**src/rtl/pc_sequencer.sv**
```systemverilog
// Program-counter owner at the ALU/fetch boundary: steps the fetch PC, redirects on
// resolved branches/jumps and holds a timed flush window over wrong-path work.
module pc_sequencer #(
  parameter int                 PC_WIDTH     = 32,
  parameter logic [PC_WIDTH-1:0] RESET_PC     = '0,
  parameter int                 FLUSH_CYCLES = 2
) (
  input  logic                Clk_in,
  input  logic                Reset_in,
  input  logic                Stall_in,
  input  logic                Valid_in,
  input  logic                Branch_in,
  input  logic                Jump_in,
  input  logic [PC_WIDTH-1:0] Target_in,
  input  logic [PC_WIDTH-1:0] InstrPC_in,
  input  logic [PC_WIDTH-1:0] Offset_in,
  output logic [PC_WIDTH-1:0] PC_out,
  output logic [PC_WIDTH-1:0] PCPlus4_out,
  output logic                Redirect_out,
  output logic                Flush_out,
  output logic                Busy_out
);

  typedef enum logic {RUN, FLUSH} state_t;

  localparam logic [PC_WIDTH-1:0] PC_STEP    = PC_WIDTH'(4);
  localparam logic [PC_WIDTH-1:0] WORD_MASK  = ~PC_WIDTH'(3);
  localparam logic [3:0]          FLUSH_LAST = 4'(FLUSH_CYCLES - 1);

  state_t              state;
  logic [3:0]          flush_cnt;
  logic                req;
  logic [PC_WIDTH-1:0] jump_target;
  logic [PC_WIDTH-1:0] branch_target;
  logic [PC_WIDTH-1:0] redirect_target;

  always_comb begin
    req             = Valid_in & (Jump_in | Branch_in);
    jump_target     = Target_in & WORD_MASK;
    branch_target   = InstrPC_in + PC_STEP + (Offset_in << 2);
    redirect_target = Jump_in ? jump_target : branch_target;
  end

  assign PCPlus4_out = PC_out + PC_STEP;

  // A redirect wins over a stall; with a one-cycle flush the FSM never leaves RUN.
  always_ff @(posedge Clk_in) begin
    if (Reset_in) begin
      state        <= RUN;
      flush_cnt    <= 4'd0;
      PC_out       <= RESET_PC;
      Redirect_out <= 1'b0;
      Flush_out    <= 1'b0;
      Busy_out     <= 1'b0;
    end else begin
      case (state)
        RUN: begin
          Redirect_out <= req;
          Flush_out    <= req;
          if (req) begin
            PC_out    <= redirect_target;
            flush_cnt <= FLUSH_LAST;
            if (FLUSH_CYCLES > 1) begin
              state    <= FLUSH;
              Busy_out <= 1'b1;
            end
          end else if (!Stall_in) begin
            PC_out <= PC_out + PC_STEP;
          end
        end
        FLUSH: begin
          Redirect_out <= 1'b0;
          if (flush_cnt == 4'd0) begin
            state     <= RUN;
            Flush_out <= 1'b0;
            Busy_out  <= 1'b0;
          end else begin
            flush_cnt <= flush_cnt - 4'd1;
            Flush_out <= 1'b1;
          end
        end
      endcase
    end
  end

endmodule
```
**config.mk**
```make
export PLATFORM = sky130hd
export DESIGN_NAME = pc_sequencer
export DESIGN_NICKNAME = d
export VERILOG_FILES = /design/src/rtl/pc_sequencer.sv
export SDC_FILE = /design/constraint.sdc
export NUM_CORES = 1
export LEC_CHECK = 0
export CORE_ASPECT_RATIO = 0.5
export CORE_UTILIZATION = 37
export CTS_CLUSTER_DIAMETER = 80
export DETAILED_ROUTE_END_ITERATION = 10
export PLACE_DENSITY = 0.8
export SLEW_MARGIN = 10
export SYNTH_ARGS = -nofsm -noshare
export SYNTH_HDL_FRONTEND = slang
export SYNTH_SLANG_ARGS = --single-unit
```
**constraint.sdc**
```tcl
create_clock -name Clk_in -period 3.01 [get_ports Clk_in]
set_input_delay 0.301 -clock Clk_in [delete_from_list [all_inputs] [get_ports Clk_in]]
set_output_delay 0.301 -clock Clk_in [all_outputs]
set_load 0.05 [all_outputs]
```
==> results.yml <==
min_path:
  min-delay-start: "PC_out[1]"
  hold_class: "reg -> reg"
global_routing:
  antenna_found_initial: 0
  grt_pass1_wl_um: 27100
  grt_overflow: 0
  globalRouteTotalUtil_pct: 26.0
  grt_pass1_vias: 5201
  grt_max_degree: 29
timing:
  worstMarginPinSlew_ns: 0.778
  min_period_over_period_pct: 96.5
  hold_viol_final: 0
  fmax_mhz: 344
  layout_min_cycle_time_ns: 2.90
  maxSlewHeadroom_pct: 48.1
  finalClockSkew_ns: 0.00390
  hold_ws_ns: 0.496
  drv_slew: 0
  final.setup.worst_slack_ns: 0.107
  setup_viol: 0
clock_tree:
  clkTransAtPathRegs_ns: 0.06
  clk_latency_ns: 0.29
  cts-root-buf: "clkbuf_16"
  clock_path_buffers: 2
  cts_tree: "built"
  clock-sinks: 39
  numCtsBuffers: 5
  h-tree-depth: 2
floorplan:
  die_area_mm2: 0.0131
  io_pins: 169
  die_y_um: 81.5
  coreArea_mm2: 0.0121
  dieWidth_um: 161
  placementRows: 28
  start_util_pct: 38.7
place:
  hpwlAfterDp_um: 14100
  gp_congestion: 0.953
  place_ws_ns: -0.276
  portBuffers: 164
synth:
  yosys-top-cells-area: "dfxtp_1, ha_1, a21oi_1"
  syn_area_per_cell_um2: 7.36
  ys.flop_type: "dfxtp_1"
  ys_warn_count: 0
  syn_nets: 799
  synth_edf_count: 0
  async_reset_ff_share_pct: 0
  synth_top_area_share_pct: 16.7
  synth_common_cells: "nor2_1, a21oi_1, nand2_1"
  yosysSeqAreaShare_pct: 16.7
  synthCells: 636
  syn_area_mm2: 0.00468
  synth_area_leader_cell: "dfxtp_1"
  synth.distinct_cells: 67
  synth-seq-cells: 39
  synth.most_common_cell: "nor2_1"
job:
  drv_cap: 0
critical_path:
  cp.arrival_ns: 3.04
  crit_required_ns: 3.14
  max_stage_delay_ns: 0.43
  path_class: "in -> reg"
  worstSetupStartpointType: "input pin"
  cp_cell_sequence: "clkdlybuf4s50_1, ha_1, ha_1, a21o_1, nand4_1, a21o_1, a211oi_1, buf_4, a41o_1, a32oi_1"
  critical-path-top-delay-family: "compound AO/OA/AOI/OAI gates"
  rr_startpoint: "PC_out[16]"
  cp_num_buf_inv: 2
  crit_fanout: 4
  cp-startpoint: "Offset_in[2]"
  worst_setup_path_end_kind: "flip-flop"
  slowest_stage: "clkdlybuf4s50_1"
route:
  first_iter_violations: 398
  drt_wl_total_um: 17300
  viasPerCell: 5.71
  drtPass1Iterations: 6
  vias: 5715
  wl_per_cell_um: 17.3
  drc_errors: 0
  drtAntennaViolNets: 0
power:
  peakVddDrop_mv: 0.239
  p_per_area_mw_per_mm2: 391
  finalPower_mw: 2.80
  p_leak_nw: 3.02
final_layout:
  drive_gt1_share_pct: 14.6
  diodes: 0
  syn_to_final_growth_pct: 53.2
  fin_nets: 998
status:
  status: "completed"
[report_power, final]
group | total (mW) | switching, mW | internal [mW]
registers | 0.640 | 0.0779 | 0.563
logic | 1.59 | 0.903 | 0.688
clock network | 0.573 | 0.219 | 0.353
total | 2.80 | 1.20 | 1.60
[flip-flops by register name, summed over array words and instances (netlist names)]
signal        flops
PC_out           32
Flush_out         1
Redirect_out      1
flush_cnt         4
Busy_out          1
[cell families (layout without fill, tap and decap cells)]
group	Yosys count	count (layout)	synth area share, %
compound gates	207	207	29.1
xor+xnor	49	49	9.33
fa+ha+maj	61	61	16.5
buf+inv	56	256	4.89
flops	39	39	16.7
mux	6	6	1.28
simple gates	218	218	22.3
[metal layers]
metal  track usage [%]  routed length, um  up-vias
li1                  -                  -     2746
met1              36.9               7900     2676
met2              41.6               7690      266
met3              3.94               1460       27
met4              5.94                280        0
met5                 0                  0        -
[final timing paths]
path | slack, ns | cells after the start | end
setup / recovery | 0.11 | 10 | PC_out[30]
hold / removal | 0.50 | 2 | PC_out[1]
setup reg to reg | 0.43 | 7 | PC_out[24]
hold reg to reg | 0.50 | 2 | PC_out[1]
[stage by stage]
stage	setup TNS, ns	util (%)	area, um^2	std cells
after CTS	0	59.0	7130	1000
after global routing	-0.00405	59.3	7170	1001
after global placement	-1.23	57.6	6960	990
after detailed placement	-1.61	57.6	6960	990
final	0	59.3	7170	1001
after floorplan	0	-	4730	636
[what timing repair did]
item / 4_1_cts / 5_1_grt
cloned: 0 / 0
endpoints found under the setup margin: 1 / 13
resized for setup: 0 / 11
pin swaps: 1 / 5
hold buffers: 0 / 0
buffers inserted: 2 / 1
[worst min-delay path, stage by stage, from the launching register on]
cell,delay [ns]
dfxtp_1,0.32
o21ai_0,0.07
a21oi_1,0.06
[placed cells by master, fill, tap and decap left out, drive strengths merged, types with 20 or more instances in the layout]
cell type,instances
buf,87
nor2,67
o21ai,42
xor2,20
dfxtp,39
nand2,61
clkdlybuf4s50,143
a21oi,63
ha,60
xnor2,29
[layout make-up]
type                       instances  area, um^2
inverter                          17        63.8
multi-input combinational        541        3760
clock buffer                       8         156
timing repair buffer             231        2210
tap                              165         206
sequential                        39         781
fill                            1116        4910
(Power assumes the default switching activity.)
==> RTL edit 1: new RTL, same settings <==
Register the input `Target_in` before use. The logic sees it one clock later. The other inputs are not delayed to match.
--- a/src/rtl/pc_sequencer.sv
+++ b/src/rtl/pc_sequencer.sv
@@ -29,2 +29,8 @@
 
+  logic [PC_WIDTH-1:0] Target_q;
+
+  always_ff @(posedge Clk_in) begin
+    Target_q <= Target_in;
+  end
+
   state_t              state;
@@ -38,3 +44,3 @@
     req             = Valid_in & (Jump_in | Branch_in);
-    jump_target     = Target_in & WORD_MASK;
+    jump_target     = Target_q & WORD_MASK;
     branch_target   = InstrPC_in + PC_STEP + (Offset_in << 2);
Formal check against the unedited RTL: not equivalent (a bounded check fails within 4 cycles, from zero or initial values and one cycle with Reset_in high).
==> RTL edit 1 against the unedited design <==
- hold slack lost 0.097 ns
- cell area is 17% higher
- clock power up 150%
- sequential cell count rose by 30
- highest routed layer unchanged
- power up 50%
- first-iteration DRC count increased by 16%
- combinational power rose by 8%
- routed wire length up 4.2%
- worst setup slack got worse by 0.040 ns
- area after synthesis grew 9.2%
==> RTL edit 1: results (changes against the unedited design) <==
- The met2 capacity usage during global routing is 0.4236 (+0.008096).
- The switching component of the power was 1.446 mW (+21%).
- The total wire length is 18.05 mm (+4.2%).
- The met3 track utilization from global routing is 0.04711 (+0.007714).
- The actual transition at the worst max-transition pin came to 0.5717 ns (-0.2062 ns).
- The end of the worst register-to-register path is PC_out[30].
- The largest vdd supply drop is 0.3889 mV (+63%).
- The flow ran to the end, and the final reports show no timing, DRC or antenna violations.
- The kind of path behind the tightest hold check is in2reg.
- The pin count of the biggest net entering global routing is 24 (-17%).
- On the critical path the largest part of the delay comes from simple AND/OR/NAND/NOR gates.
- The estimated wirelength of the detail-placed design is 14.05 mm (-0.23%).
- Following the worst setup path forward leads to its endpoint at PCPlus4_out[30].
- The via count of the first global-routing pass came to 5712 (+9.8%).
- Ranked by instance count, the synthesized netlist is headed by 77 x sky130_fd_sc_hd__nor2_1, 69 x sky130_fd_sc_hd__dfxtp_1, 60 x sky130_fd_sc_hd__ha_1, 57 x sky130_fd_sc_hd__nand2_1, 52 x sky130_fd_sc_hd__a21oi_1.
- The data arrival time at the worst-slack endpoint came to 2.64 ns (-0.40 ns).
- The adder and majority cell fraction of the synthesized area is 0.1507 (-0.01393).
- The cell count of the worst reg-to-reg path is 9 (+2).
- The reported leakage power is 3.621 nW (+20%).
- The net count after synthesis came to 805 (+0.75%).
- The starting DRC count in detailed routing is 463 (+16%).
- The xor and xnor area share after synthesis is 0.08562 (-0.007649).
- The detail-routed via count per cell was 5.580 (-2.3%).
- The number of CTS-inserted buffers came to 9 (+4).
- The number of H-tree branching levels is 3 (+1).
- The worst setup slack for register-to-register paths is 0.30 ns (-0.13 ns).
- The startpoint of the worst register-to-register path is PC_out[2].
- The number of vias after detailed routing was 5893 (+3.1%).
- The synthesized instance count is 642 (+0.94%).
- The global placer's final weighted congestion is 0.9046 (-5.1%).
==> RTL edit 1: changes by cell type after synthesis, sizes merged, moves of 4 or more <==
cell	before	now
dfxtp	39	69
a21oi	63	52
nor2	67	77
buf	13	5
nand4	17	10
xor2	20	27
xnor2	29	23
a21o	15	10
and2	2	7
a2111oi	4	0
nand2	61	57
nor3	17	13
==> RTL edit 1: how the worst min path moves through the flow <==
stage	start	end	slack [ns]	cells after the start
after global placement	Target_q[13]	PC_out[13]	0.46	2
after CTS	Target_in[5]	Target_q[5]	0.40	1
after detailed placement	PC_out[0]	PC_out[0]	0.48	2
after global routing	Target_in[3]	Target_q[3]	0.39	1
after floorplan	Target_in[10]	Target_q[10]	0.33	0
final	Target_in[3]	Target_q[3]	0.40	1
==> RTL edit 1: logic make-up (layout without fill, tap and decap cells) <==
logic type	count (synthesis)	in the layout
multiplexers	5	5
AND/OR/NAND/NOR	220	220
XOR/XNOR	50	50
flip-flops	69	69
buffers and inverters	48	292
adder cells (fa/ha/maj)	61	61
AO/OA/AOI/OAI	189	189
==> RTL edit 1: timing repair <==
action | in CTS | in global routing
endpoints found under the setup margin | 5 | 19
pin swaps | 13 | 23
setup buffers | 1 | 8
gates resized for setup | 15 | 23
==> RTL edit 1: through the flow <==
step           worst slack, ns  instance area, um^2  total power, mW
2_1_floorplan          0.01231                 5180            1.985
3_5_place_dp           -0.5187                 7677            2.705
6_report               0.06712                 8357            4.208
4_1_cts               0.008072                 8148            4.136
5_1_grt               -0.01145                 8357            4.373
3_3_place_gp           -0.5054                 7677            2.676
==> RTL edit 1: power by group through the flow <==
stage / Sequential [mW] / Clock [mW] / Combinational [mW]
3_5_place_dp: 1.09 / 0 / 1.61
2_1_floorplan: 1.22 / 0 / 0.766
6_report: 1.07 / 1.42 / 1.71
3_3_place_gp: 1.09 / 0 / 1.59
4_1_cts: 1.07 / 1.42 / 1.65
5_1_grt: 1.09 / 1.47 / 1.82
==> RTL edit 1: routing by layer <==
| metal | up-vias | wire (um) |
|---|---|---|
| met3 | 32 | 1436 |
| li1 | 2814 | - |
| met5 | - | 0 |
| met1 | 2777 | 7630 |
| met2 | 270 | 8601 |
| met4 | 0 | 384 |
==> RTL edit 1: layout make-up <==
class | count | area (um^2)
tap | 170 | 212.7
timing repair buffer | 258 | 2482
fill | 1042 | 4706
sequential | 69 | 1384
clock buffer | 10 | 239.0
multi-input combinational | 525 | 3814
inverter | 18 | 67.56
clock inverter | 6 | 157.7
==> RTL edit 2: new RTL, same flow settings <==
Made on the original files. Change the parameter `PC_WIDTH` from 32 to 64.
--- a/src/rtl/pc_sequencer.sv
+++ b/src/rtl/pc_sequencer.sv
@@ -3,3 +3,3 @@
 module pc_sequencer #(
-  parameter int                 PC_WIDTH     = 32,
+  parameter int                 PC_WIDTH     = 64,
   parameter logic [PC_WIDTH-1:0] RESET_PC     = '0,
Ports: changed (5 resized); port bits go from 169 to 329. The function was not compared with the original's and may differ.
==> RTL edit 2 against the unedited design <==
- the run now ends with setup timing left
- synthesized cell count is 110% higher
- non-clock buffer count grew 379
- area after synthesis is 100% higher
- power up 130%
- sequential cell count grew 32
- fmax fell by 6.9%
- worst setup slack worse by 0.22 ns
- first-iteration DRC count grew to 2.9 times the old value
- die area increased by 100%
- routed wire length rose to 2.5 times the old value
- cell area grew 140%
- critical path type unchanged
- critical endpoint is now PC_out[49]
- highest routed layer unchanged
==> RTL edit 2: results (changes against the unedited design) <==
- The design internal power is 3.701 mW (+130%).
- The global-route wire length before repair is 65.21 mm (+140%).
- The total of clock buffers placed in the layout is 10 (+2).
- The non-clock buffer share of cell area is 0.3284 (+0.02037).
- The register cell area after layout is 1484 um^2 (+90%).
- The share of final-layout standard cells stronger than drive strength 1 is 0.3305 (+0.1846).
- The count of buffers inserted at the top-level ports is 324 (+98%).
- The count of fill cells added during filler insertion came to 1896 (+70%).
- The total wire length was 44.07 mm (+150%).
- The insertion delay to the later sink of the worst-skew pair is 0.35 ns (+0.06 ns).
- The kind of path behind the tightest hold check is in2reg.
- The met2 capacity usage during global routing is 0.5485 (+0.1330).
- The starting DRC count in detailed routing was 1142 (+190%).
- The wire length the detailed router placed on met1 is 17.73 mm (+120%).
- The sequential cell area fraction in the yosys report came to 0.1490 (-0.01779).
- The met1 routing resource usage after global routing is 0.3844 (+0.01571).
- The number of non-clock buffers in the layout came to 610 (+160%).
- The number of cells upsized or downsized after cts is 192 (+192).
- The post-placement cell area is 15510 um^2 (+120%).
- The amount of wire on met3 after detailed routing was 3.095 mm (+110%).
- The total of endpoints with negative setup slack in the final report is 10 (+10).
- The via count of the first global-routing pass is 12120 (+130%).
- The final design area excluding fillers is 17530 um^2 (+140%).
- The adder and majority cell fraction of the synthesized area was 0.1647 (about the same).
- The synthesized instance count came to 1337 (+110%).
- The xor and xnor area share after synthesis is 0.1024 (+0.009147).
- The final reports fail on setup timing.
- The reported leakage power is 7.480 nW (+150%).
- The met3 track utilization from global routing is 0.03888 (-0.0005160).
- The number of CTS-inserted buffers is 9 (+4).
- The commonest cells after synthesis are 164 x sky130_fd_sc_hd__nand2_1, 153 x sky130_fd_sc_hd__a21oi_1, 124 x sky130_fd_sc_hd__ha_1, 116 x sky130_fd_sc_hd__nor2_1, 88 x sky130_fd_sc_hd__o21ai_0.
- The number of buffers inserted by post-CTS setup repair was 22 (+20).
- The post-route setup TNS is -0.3985 ns (-0.3985 ns).
- The critical path's largest stage delay is 0.52 ns (+0.09 ns).
- The worst-case headroom to the max-slew limit came to 0.5813 (+0.09999).
- The pin count of the biggest net entering global routing was 63 (+120%).
- The worst setup margin is -0.1097 ns (-0.2164 ns).
- The estimated wirelength of the detail-placed design came to 32.57 mm (+130%).
- The largest vdd supply drop is 0.3003 mV (+26%).
- The run finished, with violations left.
==> RTL edit 2: cell types whose count changed after synthesis, moves of 19 or more <==
cell | before | now
sky130_fd_sc_hd__nand2_1 | 61 | 164
sky130_fd_sc_hd__a21oi_1 | 63 | 153
sky130_fd_sc_hd__ha_1 | 60 | 124
sky130_fd_sc_hd__o21ai_0 | 38 | 88
sky130_fd_sc_hd__nor2_1 | 67 | 116
sky130_fd_sc_hd__xnor2_1 | 28 | 68
sky130_fd_sc_hd__clkbuf_1 | 25 | 64
sky130_fd_sc_hd__dfxtp_1 | 39 | 71
sky130_fd_sc_hd__nand4_1 | 17 | 38
sky130_fd_sc_hd__nor3_1 | 17 | 36
==> RTL edit 2: worst paths after layout <==
path | cells after the start | endpoint | from | slack [ns]
worst max-delay path | 15 | PC_out[49] | InstrPC_in[14] | -0.11
worst min-delay path | 2 | PC_out[39] | Reset_in | 0.47
worst min register to register | 2 | PC_out[0] | PC_out[0] | 0.47
worst max register to register | 11 | PC_out[61] | PC_out[32] | 0.07
